`config.mk`:
```
export PLATFORM = sky130hd
export DESIGN_NAME = conv_frame_sequencer
export DESIGN_NICKNAME = d
export VERILOG_FILES = /design/src/rtl/conv_seq_pkg.sv /design/src/rtl/conv_seq_fifo.sv /design/src/rtl/conv_frame_sequencer.sv
export SDC_FILE = /design/constraint.sdc
export NUM_CORES = 1
export LEC_CHECK = 0
export CORE_MARGIN = 5
export CORE_UTILIZATION = 49
export CTS_CLUSTER_SIZE = 25
export DETAILED_ROUTE_END_ITERATION = 8
export HOLD_SLACK_MARGIN = 0.15
export PLACE_DENSITY = 0.81
export SLEW_MARGIN = 10
export SYNTH_ARGS = -nofsm -noshare
export SYNTH_HDL_FRONTEND = slang
export SYNTH_HIERARCHICAL = 1
export SYNTH_SLANG_ARGS = --single-unit
```
`constraint.sdc`:
```
create_clock -name CLK -period 2.3 [get_ports CLK]
set_input_delay 0.23 -clock CLK [delete_from_list [all_inputs] [get_ports CLK]]
set_output_delay 0.23 -clock CLK [all_outputs]
set_load 0.005 [all_outputs]
```
`src/rtl/conv_seq_pkg.sv`:
```
// Shared types and default geometry for the convolution frame sequencer.
package conv_seq_pkg;

    localparam int unsigned IMG_W_DEF      = 28;
    localparam int unsigned IMG_H_DEF      = 28;
    localparam int unsigned PP_DEF         = 8;
    localparam int unsigned FIFO_DEPTH_DEF = 4;

    // Frame-level sequencing states
    typedef enum logic [1:0] {
        StIdle   = 2'd0,
        StStream = 2'd1,
        StDrain  = 2'd2,
        StDone   = 2'd3
    } seq_state_e;

endpackage

```
`src/rtl/conv_seq_fifo.sv`:
```
// Result buffer: synchronous FIFO with flush. A pop and a push in the same cycle
// always succeed, even when full, because the pop frees the slot first.
module conv_seq_fifo #(
    parameter int unsigned WIDTH = 8,
    parameter int unsigned DEPTH = 4,
    localparam int unsigned AW   = (DEPTH > 1) ? $clog2(DEPTH) : 1
) (
    input  logic             i_clk,
    input  logic             i_rst,
    input  logic             i_flush,
    input  logic             i_push,
    input  logic             i_pop,
    input  logic [WIDTH-1:0] i_data,
    output logic [WIDTH-1:0] o_head,
    output logic             o_full,
    output logic             o_empty
);

    logic [WIDTH-1:0] r_mem [DEPTH];
    logic [AW:0]      r_wr_ptr;
    logic [AW:0]      r_rd_ptr;
    logic [AW:0]      w_count;
    logic             w_pop_eff;
    logic             w_push_eff;

    assign w_count    = r_wr_ptr - r_rd_ptr;
    assign o_empty    = (w_count == '0);
    assign o_full     = (w_count == (AW + 1)'(DEPTH));
    assign w_pop_eff  = i_pop && !o_empty;
    assign w_push_eff = i_push && (!o_full || w_pop_eff);
    assign o_head     = r_mem[r_rd_ptr[AW-1:0]];

    // Pointer update; flush wins over any push/pop in the same cycle
    always_ff @(posedge i_clk or posedge i_rst) begin
        if (i_rst) begin
            r_wr_ptr <= '0;
            r_rd_ptr <= '0;
        end else if (i_flush) begin
            r_wr_ptr <= '0;
            r_rd_ptr <= '0;
        end else begin
            if (w_push_eff) r_wr_ptr <= r_wr_ptr + (AW + 1)'(1);
            if (w_pop_eff)  r_rd_ptr <= r_rd_ptr + (AW + 1)'(1);
        end
    end

    // Storage write; contents are never visible while empty, so no reset is needed
    always_ff @(posedge i_clk) begin
        if (w_push_eff && !i_flush) r_mem[r_wr_ptr[AW-1:0]] <= i_data;
    end

endmodule

```
`src/rtl/conv_frame_sequencer.sv`:
```
// Frame sequencer between an SPI slave and a stack of conv layers: streams
// pixel bytes into the layers, buffers the summed results for MISO, and tracks
// frame boundaries. Define CONV_SEQ_SATURATE_EN to clamp results to 0..2^PP-1
// instead of truncating them.
module conv_frame_sequencer
    import conv_seq_pkg::*;
#(
    parameter int unsigned IMG_W      = IMG_W_DEF,
    parameter int unsigned IMG_H      = IMG_H_DEF,
    parameter int unsigned PP         = PP_DEF,
    parameter int unsigned FIFO_DEPTH = FIFO_DEPTH_DEF
) (
    input  logic          CLK,
    input  logic          RESET,
    input  logic          ssel_active,
    input  logic [7:0]    rx_byte,
    input  logic          rx_valid,
    input  logic          tx_ready,
    input  logic [8:0]    res_in,
    input  logic          res_valid,
    output logic [8:0]    pxl_out,
    output logic          pxl_strobe,
    output logic          layer_reset,
    output logic [PP-1:0] tx_byte,
    output logic          frame_done,
    output logic          overflow
);

    localparam int unsigned COL_W = (IMG_W > 1) ? $clog2(IMG_W) : 1;
    localparam int unsigned ROW_W = (IMG_H > 1) ? $clog2(IMG_H) : 1;
    localparam logic [COL_W-1:0] COL_LAST = COL_W'(IMG_W - 1);
    localparam logic [ROW_W-1:0] ROW_LAST = ROW_W'(IMG_H - 1);

    seq_state_e r_state;
    seq_state_e w_state_next;
    logic [COL_W-1:0] r_col;
    logic [ROW_W-1:0] r_row;
    logic [8:0]       r_pxl_out;
    logic             r_pxl_strobe;
    logic             r_layer_reset;
    logic             r_frame_done;
    logic             r_overflow;
    logic             r_quiet;

    logic          w_start;
    logic          w_abort;
    logic          w_enter_done;
    logic          w_last_pix;
    logic          w_accept;
    logic          w_drain_quiet;
    logic          w_push;
    logic          w_drop;
    logic [PP-1:0] w_res_conv;
    logic [PP-1:0] w_fifo_head;
    logic          w_fifo_full;
    logic          w_fifo_empty;

    // Abort is level-based: ssel can only be low here after having risen in IDLE
    assign w_abort       = ((r_state == StStream) || (r_state == StDrain)) && !ssel_active;
    assign w_last_pix    = r_pxl_strobe && (r_col == COL_LAST) && (r_row == ROW_LAST);
    // No new pixel is taken in the cycle that strobes the final one
    assign w_accept      = (r_state == StStream) && ssel_active && rx_valid && !w_last_pix;
    assign w_drain_quiet = w_fifo_empty && !res_valid;
    assign w_push        = res_valid && !w_abort;
    // Full with a pop pending is not an overflow: the pop frees the slot first
    assign w_drop        = w_push && w_fifo_full && !tx_ready;

`ifdef CONV_SEQ_SATURATE_EN
    localparam logic signed [PP+8:0] RES_MAX = {9'd0, {PP{1'b1}}};
    logic signed [PP+8:0] w_res_ext;

    assign w_res_ext = {{PP{res_in[8]}}, res_in};

    // Clamp the signed layer sum into the unsigned result byte range
    always_comb begin
        w_res_conv = w_res_ext[PP-1:0];
        if (w_res_ext[PP+8]) begin
            w_res_conv = '0;
        end else if (w_res_ext > RES_MAX) begin
            w_res_conv = '1;
        end
    end
`else
    assign w_res_conv = res_in[PP-1:0];
`endif

    // Next-state decode for the frame FSM
    always_comb begin
        w_state_next = r_state;
        w_start      = 1'b0;
        w_enter_done = 1'b0;
        unique case (r_state)
            StIdle: begin
                if (ssel_active) begin
                    w_state_next = StStream;
                    w_start      = 1'b1;
                end
            end
            StStream: begin
                if (!ssel_active)   w_state_next = StIdle;
                else if (w_last_pix) w_state_next = StDrain;
            end
            StDrain: begin
                if (!ssel_active) begin
                    w_state_next = StIdle;
                end else if (w_drain_quiet && r_quiet) begin
                    w_state_next = StDone;
                    w_enter_done = 1'b1;
                end
            end
            StDone: begin
                if (!ssel_active) w_state_next = StIdle;
            end
            default: w_state_next = StIdle;
        endcase
    end

    // FSM state and one-cycle control pulses
    always_ff @(posedge CLK or posedge RESET) begin
        if (RESET) begin
            r_state       <= StIdle;
            r_layer_reset <= 1'b0;
            r_frame_done  <= 1'b0;
            r_quiet       <= 1'b0;
        end else begin
            r_state       <= w_state_next;
            r_layer_reset <= w_start || w_abort;
            r_frame_done  <= w_enter_done;
            // Remembers that the previous DRAIN cycle was already quiet
            r_quiet       <= (r_state == StDrain) && w_drain_quiet;
        end
    end

    // Pixel latch and strobe, one cycle after each accepted rx byte
    always_ff @(posedge CLK or posedge RESET) begin
        if (RESET) begin
            r_pxl_out    <= '0;
            r_pxl_strobe <= 1'b0;
        end else begin
            r_pxl_strobe <= w_accept;
            if (w_accept) r_pxl_out <= {1'b0, rx_byte};
        end
    end

    // Column/row position of the next pixel, advanced by each strobe
    always_ff @(posedge CLK or posedge RESET) begin
        if (RESET) begin
            r_col <= '0;
            r_row <= '0;
        end else if (w_start || w_abort) begin
            r_col <= '0;
            r_row <= '0;
        end else if (r_pxl_strobe) begin
            if (r_col == COL_LAST) begin
                r_col <= '0;
                r_row <= (r_row == ROW_LAST) ? '0 : r_row + ROW_W'(1);
            end else begin
                r_col <= r_col + COL_W'(1);
            end
        end
    end

    // Sticky overflow, cleared only when a new frame starts
    always_ff @(posedge CLK or posedge RESET) begin
        if (RESET) begin
            r_overflow <= 1'b0;
        end else if (w_start) begin
            r_overflow <= 1'b0;
        end else if (w_drop) begin
            r_overflow <= 1'b1;
        end
    end

    conv_seq_fifo #(
        .WIDTH (PP),
        .DEPTH (FIFO_DEPTH)
    ) u_fifo (
        .i_clk   (CLK),
        .i_rst   (RESET),
        .i_flush (w_abort),
        .i_push  (w_push),
        .i_pop   (tx_ready),
        .i_data  (w_res_conv),
        .o_head  (w_fifo_head),
        .o_full  (w_fifo_full),
        .o_empty (w_fifo_empty)
    );

    assign pxl_out     = r_pxl_out;
    assign pxl_strobe  = r_pxl_strobe;
    assign layer_reset = r_layer_reset;
    assign frame_done  = r_frame_done;
    assign overflow    = r_overflow;
    assign tx_byte     = w_fifo_empty ? '0 : w_fifo_head;

endmodule
```
==> Implementation_results.wiki <==
{| class="wikitable"
! Metric !! Value
|-
| Worst min path class || primary input to flip-flop
|-
| Count of nets left with antenna violations after detail routing || 0
|-
| Total setup violations reported at the end of the flow || 0
|-
| Data required time at the worst endpoint || roughly 2.1 ns
|-
| Fmax || 451.7 MHz
|-
| Slowest cell delay on critical path || 0.35 ns
|-
| Number of synthesized register bits || 63
|-
| Lkg Pwr || 1.581 nW
|-
| Worst clock skew || 0.007862 ns
|-
| Period minus WS final || 2.214 ns
|-
| Critical Path Sink Type || output pin
|-
| Fraction of post-synthesis cell area in the top cell type by area || about a third
|-
| Routed vias/inst || roughly 5.5
|-
| Sw Ratio || 34.55%
|-
| Cell variety after synth || 47
|-
| Most frequent cells after synthesis || sky130_fd_sc_hd__edfxtp_1 (32), sky130_fd_sc_hd__dfrtp_1 (31), sky130_fd_sc_hd__nor2_1 (15)
|-
| Final setup slack of the worst path || 0.08595 ns
|-
| Post-synthesis instance area || ~3000 um2
|-
| Post-synth EDFFs || 32
|-
| Largest delay contributor family on the critical path || simple AND/OR/NAND/NOR gates
|-
| Area growth from synthesis to final layout || 26.03%
|-
| Max clock buf depth || 2
|-
| Sinks on Clock Net || 63
|-
| Fin. Hold Viols || 0
|-
| Skew-Pair Late Insertion Delay || 0.34 ns
|-
| Hold_ws || 0.5037 ns
|-
| Number of buffer and inverter instances along the worst setup path || 3
|-
| Total clock buffers created by CTS || 9
|-
| Internal power || 3.106 mW
|-
| Combinational share of power || 46.1%
|-
| Overall die area || 7898 um2
|-
| Count of buffers from port buffering || 41
|-
| Main area contributors after synthesis || sky130_fd_sc_hd__edfxtp_1 (32%), sky130_fd_sc_hd__dfrtp_1 (25%), sky130_fd_sc_hd__mux4_2 (5.9%)
|-
| Setup Slack @ Placement || 0.05913 ns
|-
| Cell type with the highest aggregate area in the netlist || sky130_fd_sc_hd__edfxtp_1
|-
| Total Routing Usage GR || 16.95%
|-
| Psw || 1.639 mW
|-
| Overall power consumption || 4.745 mW
|-
| Leftover overflow at the end of global routing || 0
|-
| Number of warnings printed during yosys synthesis || 6
|-
| Power per Cell Area || 1235 nW/um2
|-
| RD Place Congestion || 0.8237
|-
| Maximum number of pins on one net before global-route repair || 26
|-
| Mean instance size in the synthesized netlist || 13.14 um2
|-
| Number of antenna violations at the first check in global routing || 0
|-
| Maximum Capacitance Violations || 0
|-
| Effective utilization at floorplan || 50.88%
|-
| Unrepaired setup endpoints after global routing || true
|-
| Number of global-route vias before repair || 2,044
|-
| Per-cell routed wire length || 16.16 um
|-
| Share of the yosys chip area belonging to registers || 56.98%
|-
| Routed wire length || 5978 um
|-
| Antenna fix cells || 0
|-
| Detailed-router iteration count before antenna repair || 4
|-
| Proportion of power drawn by flip-flops and latches || about a third
|-
| Post-synthesis instance total || 232
|-
| Most common cell in the netlist || sky130_fd_sc_hd__edfxtp_1
|-
| Register-to-register setup slack || about 0.10 ns
|-
| Detailed router's first-iteration violation count || 104
|-
| I/O Pins || 44
|-
| CP Max Fanout || 7
|-
| Ratio of final minimum period to clock period || 96.26%
|-
| Core area || 5991 um2
|-
| CTS tree || built
|-
| CP max-delay cell || sky130_fd_sc_hd__dfrtp_1
|-
| Worst supply voltage drop on vdd || slightly above 0.7 mV
|-
| Wire length of the first global-routing pass || 9894 um
|-
| Via count || around 2,000
|-
| H-tree depth || 3
|-
| Final max-slew violation count || 0
|-
| Synthesized net count || 269
|-
| Net count, final || 327
|-
| Most common flop cell mapped by yosys || sky130_fd_sc_hd__edfxtp_1
|-
| Setup CP Type || flip-flop to output pin
|-
| Signal arrival time at the worst endpoint || 1.98 ns
|-
| Height of the chip || just under 90 um
|-
| Layout filler cell count || 444
|-
| Horizontal die dimension || roughly 90 um
|-
| Root buffer cell || sky130_fd_sc_hd__clkbuf_8
|-
| Sort of element at the start of the critical path || flip-flop
|-
| Run status || finished clean
|-
| Total number of placement rows || 28
|-
| Worst-path clk slew || 0.07 ns
|-
| Share of final-layout standard cells stronger than drive strength 1 || 20.00%
|-
| CP Cell Sequence || inv_1 > ha_1 > nor2b_2 > xnor2_2 > and3_4 > buf_4 > nor2b_1 > clkdlybuf4s15_1
|-
| Drt drc || 0
|-
| Part of the power in the clock network || 19.9%
|-
| Fraction of registers with async set/reset || between 40 and 50%
|-
| Post-DP HPWL || 4137 um
|}
state kept, by name (all words and copies together) (netlist names), 2 cells and up:
| register | cells |
|---|---|
| r_col | 5 |
| r_row | 5 |
| u_fifo/r_mem | 32 |
| u_fifo/r_rd_ptr | 3 |
| r_state | 2 |
| u_fifo/r_wr_ptr | 3 |
| pxl_out | 8 |
cells in the final DEF (no fill, tap or decap), drive strengths merged, types with 6 or more instances in the layout:
| cell type | count |
|---|---|
| inv | 14 |
| a21oi | 6 |
| nand3 | 7 |
| edfxtp | 32 |
| nor2 | 15 |
| nor2b | 13 |
| ha | 14 |
| mux2 | 10 |
| nand2 | 13 |
| buf | 14 |
| clkbuf | 9 |
| clkdlybuf4s50 | 33 |
| dfrtp | 31 |
| mux4 | 8 |
final timing paths:
kind                                         start                  to  cells past startpoint
worst max-delay path            u_fifo/r_wr_ptr[0]          tx_byte[5]                      8
worst min-delay path                    rx_byte[7]          pxl_out[7]                      2
worst max register to register  u_fifo/r_wr_ptr[0]          r_state[0]                     10
worst min register to register          pxl_out[4]          pxl_out[4]                      1
max in group asynchronous                    RESET            r_col[4]                      4
min in group asynchronous                    RESET  u_fifo/r_rd_ptr[2]                      3
power groups by stage:
stage	Combinational (mW)	Clock (mW)	Sequential, mW
after floorplan	1.22	0	1.61
after global placement	2.09	0	1.61
after detailed placement	2.17	0	1.63
after CTS	2.20	0.968	1.61
after global routing	2.40	1.02	1.64
final	2.19	0.946	1.61
per-stage QoR:
stage	utilization (%)	cell area [um2]	cells	TNS, ns
final	64.12	3841	370	0
after global routing	64.12	3841	370	-0.07113
after CTS	63.97	3832	370	0
after detailed placement	60.19	3606	351	0
after global placement	60.19	3606	351	0
after floorplan	-	3057	232	0
final cells by class:
type	count	area (um2)	area share (%)
flip-flops and latches	63	1737	45.21
multi-input cells	147	1235	32.15
repair buffers	56	530.5	13.81
clock buffers	9	123.9	3.225
well taps	75	93.84	2.443
clock inverters	7	72.57	1.889
inverters	13	48.80	1.270
cell families after synthesis:
group	after synthesis	share of synthesized area, %
simple gates	75	14.08
fa+ha+maj	14	5.747
compound gates	32	8.293
xor+xnor	4	1.150
mux	21	10.59
buf+inv	22	3.038
flops	63	56.98
other cells	1	0.1230
metal layers:
layer / track usage [%] / share of wire (%)
met1: 22.26 / 46
met2: 26.18 / 48
met3: 4.190 / 4.6
met4: 8.516 / 1.0
met5: 0 / 0
timing repair:
item	in CTS	in global routing
setup endpoints to repair	8	4
setup buffers	2	0
resized for setup	10	5
pin swaps	1	2
hold buffers	1	0
hold endpoints to repair	6	0
(Power assumes the default switching activity.)
==> edit 1: new RTL, same settings <==
The package constant `FIFO_DEPTH_DEF` goes from 4 to 8.
--- a/src/rtl/conv_seq_pkg.sv
+++ b/src/rtl/conv_seq_pkg.sv
@@ -6,3 +6,3 @@
     localparam int unsigned PP_DEF         = 8;
-    localparam int unsigned FIFO_DEPTH_DEF = 4;
+    localparam int unsigned FIFO_DEPTH_DEF = 8;
 
Behaviour: not the same (a bounded check fails within 10 cycles, from zero or initial values and one cycle with RESET high).
==> edit 1 against the unedited design <==
The run now ends with setup timing left. Register-to-register slack worse by 0.30 ns. Wire length up 63%. Area after synthesis grew 45%. First-iteration DRC count grew 88%. Synthesized cell count rose by 32%. Global-route usage is 1.5 points higher. Setup slack got worse by 0.28 ns. Final area increased by 52%. Clock skew is 0.0025 ns higher. Via count increased by 42%. Sequential cell count increased by 34. Power grew 55%. Critical path depth rose by 3. Fmax decreased by 11%. Largest cell class unchanged.
==> edit 1: results (changes against the unedited design) <==
metric;value;unit;change
Post-CTS Resized;52;;+42
status;complete, but fails checks;;
multi-input logic portion of the cell area;0.304;;-0.0178
Critical Path Max Stage Delay;0.41;ns;+0.06 ns
GR Util met2;0.321;;+0.0588
layout net count;440;;+35%
failing checks;setup timing;;
Clk pin slew, worst setup/hold paths;0.10;ns;+0.03 ns
P_clk;1090;uW;+15%
final setup margin;-0.196;ns;-0.282 ns
DP Area;0.00533;mm2;+48%
Worst VDD drop;0.556;mV;-23%
Seq Cell Count;97;;+54%
Post-DP HPWL;6.27;mm;+52%
routability cong.;0.764;;-7.3%
DR vias;2901;;+42%
sequential area share after synthesis;0.622;;+0.0523
Starting DRT DRC Count;195;;+88%
endpoints failing setup;76;;+76
sw frac;0.360;;+0.0145
Mapped Avg Cell Area;14.4;um2;+9.9%
pre-CTS setup slack;-0.145;ns;-0.204 ns
number of cell rows;34;;+21%
vias in the first global route;2993;;+46%
Seq area share;0.471;;+0.0185
first-pass GRT wire length;15.7;mm;+59%
placed insts;471;;+34%
==> edit 1: cells by family (layout without fill, tap and decap cells) <==
| family | count (synthesis) | after routing | synth area share |
|---|---|---|---|
| buf+inv | 24 | 128 | 0.0246 |
| simple gates | 102 | 102 | 0.125 |
| compound gates | 36 | 36 | 0.0669 |
| xor+xnor | 5 | 5 | 0.0133 |
| fa+ha+maj | 12 | 12 | 0.0340 |
| mux | 29 | 29 | 0.113 |
| flops | 97 | 97 | 0.622 |
| other cells | 1 | 1 | 0.000849 |
==> edit 1: path summary, 6_finish.rpt <==
kind                                             endpoint  cells past startpoint
min                                pxl_out[3]$_DFFE_PP0P_                      2
max in group asynchronous            r_col[1]$_DFFE_PP0P_                      4
min reg2reg                        pxl_out[7]$_DFFE_PP0P_                      1
max                                r_state[1]$_DFFE_PP0P_                     11
min in group asynchronous  u_fifo/r_rd_ptr[3]$_DFFE_PP0P_                      3
max reg2reg                        r_state[1]$_DFFE_PP0P_                     11
==> edit 2: new RTL, same settings <==
Without the edit above. Encoding of `seq_state_e`: now one-hot (4 bits for 4 states).
--- a/src/rtl/conv_seq_pkg.sv
+++ b/src/rtl/conv_seq_pkg.sv
@@ -9,7 +9,7 @@
     // Frame-level sequencing states
-    typedef enum logic [1:0] {
-        StIdle   = 2'd0,
-        StStream = 2'd1,
-        StDrain  = 2'd2,
-        StDone   = 2'd3
+    typedef enum logic [3:0] {
+        StIdle   = 4'b0001,
+        StStream = 4'b0010,
+        StDrain  = 4'b0100,
+        StDone   = 4'b1000
     } seq_state_e;
Formal check against the unedited RTL: no difference found for any inputs over 10 cycles, from zero or initial values and one cycle with RESET high; not proved beyond that.
==> edit 2 against the unedited design <==
Sequential cell count is 2 higher. Via count down 1.1%. Non-clock buffer count up 7. Fmax down 1.0%. Area after synthesis up 1.2%. Power is 3.8% lower. Final area is 2.9% higher. Global-route usage decreased by 0.38 points. Core utilization is 0.79 points lower. Combinational power down 7%. Critical endpoint is now r_state[3]$_DFFE_PP0P_. Wire length increased by 3.1%. Setup slack lost 0.022 ns. Die area increased by 1.1%.
==> edit 2: results (changes against the unedited design) <==
metric;value;unit;change
Worst Path Max Fanout;4;;-3
status;complete, no violations;;
most common flop cell mapped by yosys;edfxtp_1;;
pre-CTS setup slack;0.0809;ns;+0.0217 ns
final hold slack;0.515;ns;+0.0111 ns
Post-DP HPWL;4.22;mm;+2.1%
Worst VDD drop;0.662;mV;-8.1%
r2r setup slk;0.06;ns;-0.04 ns
first-pass iteration count of the detailed router;4;;unchanged
syn_nets;260;;-3.3%
largest net degree at the start of global routing;15;;-42%
Final Non-Filler Cells;373;;+0.81%
layout net count;323;;-1.2%
asr flop ratio synth;0.508;;+0.0156
placed insts;350;;-0.28%
Leakage;0.00162;uW;+2.6%
routed wire length;6.16;mm;+3.1%
CP max stage cell;dfrtp_1;;
sequential area share after synthesis;0.579;;+0.00969
DP Area;0.00368;mm2;+2.2%
IO buf count;41;;unchanged
fillers;461;;+3.8%
GRT Util Overall;0.166;;-0.00383
Critical Path AT;2.47;ns;+0.49 ns
vias in the first global route;2039;;-0.24%
Setup Skew;0.00582;ns;-0.00204 ns
routability cong.;0.805;;-2.3%
Mapped Avg Cell Area;13.5;um2;+3.0%
Synth top cells by count;dfrtp_1, edfxtp_1, nor2_1;;
first-pass GRT wire length;9.93;mm;+0.35%
DR vias/cell;5.43;;-1.9%
synth top area cells;edfxtp_1, dfrtp_1, mux4_2;;
share of post-route cells with drive strength above 1;0.220;;+0.0196
fin crit share;0.972;;+0.00969
Starting DRT DRC Count;109;;+4.8%
post-synthesis cell type count;53;;+13%
-- edit 2: critical path: cells and delay by family (launching register included) --
family / cells / cell delay (ns)
xor gates and xnor gates: 1 / 0.25
adders and majority gates: 1 / 0.19
buffers and inverters: 2 / 0.18
DFF: 1 / 0.36
muxes: 1 / 0.28
and+or+nand+nor: 5 / 0.89
-- edit 2: worst paths after layout --
check / start / to / depth (start not counted)
max: u_fifo/r_wr_ptr[0]$_DFFE_PP0P_ / r_state[3]$_DFFE_PP0P_ / 10
min: pxl_out[3]$_DFFE_PP0P_ / pxl_out[3]$_DFFE_PP0P_ / 1
max reg2reg: u_fifo/r_wr_ptr[0]$_DFFE_PP0P_ / r_state[3]$_DFFE_PP0P_ / 10
min in group asynchronous: RESET / u_fifo/r_rd_ptr[0]$_DFFE_PP0P_ / 3
max in group asynchronous: RESET / r_row[1]$_DFFE_PP0P_ / 4
min reg2reg: pxl_out[3]$_DFFE_PP0P_ / pxl_out[3]$_DFFE_PP0P_ / 1
-- edit 2: through the flow --
stage,total power (uW),util
6_report,4560,0.633
3_3_place_gp,3430,0.590
5_1_grt,4860,0.633
3_5_place_dp,3500,0.590
4_1_cts,4500,0.627
2_1_floorplan,2620,-
-- edit 2: cells by family after synthesis --
kind of cell               synth area share
adders and majority gates            0.0365
and+or+nand+nor                       0.146
other                               0.00122
muxes                                 0.128
buffers and inverters                0.0324
xor gates and xnor gates             0.0142
AOI/OAI and AO/OA                    0.0625
DFF                                   0.579
-- edit 2: layout make-up --
type                       count  area, um2  area share
sequential                    65       1790       0.452
multi-input combinational    143       1230       0.312
timing repair buffer          63        613       0.155
clock buffer                  11        131      0.0332
tap                           77       96.3      0.0244
clock inverter                 5       56.3      0.0142
inverter                       9       33.8     0.00855
-- edit 2: metal layers --
metal | vias up | wire length [um] | GRT usage
li1 | 975 | - | -
met1 | 1009 | 2750 | 0.237
met2 | 33 | 3170 | 0.248
met3 | 7 | 161 | 0.0258
met4 | 0 | 81 | 0.0798
met5 | - | 0 | 0
-- edit 2: what timing repair did --
item / 4_1_cts / 5_1_grt
hold buffers: 1 / 0
setup buffers: 2 / 3
gates resized for setup: 10 / 5
cloned: 1 / 0
pin swaps: 1 / 2
endpoints found under the setup margin: 8 / 5
endpoints found under the hold margin: 1 / 0
-- edit 2: power breakdown --
group | internal (uW) | leakage [uW] | switching (uW)
Sequential | 1490 | 0.000724 | 126
Combinational | 1120 | 0.000803 | 904
Clock | 500 | 0.0000949 | 416
Total | 3120 | 0.00162 | 1450
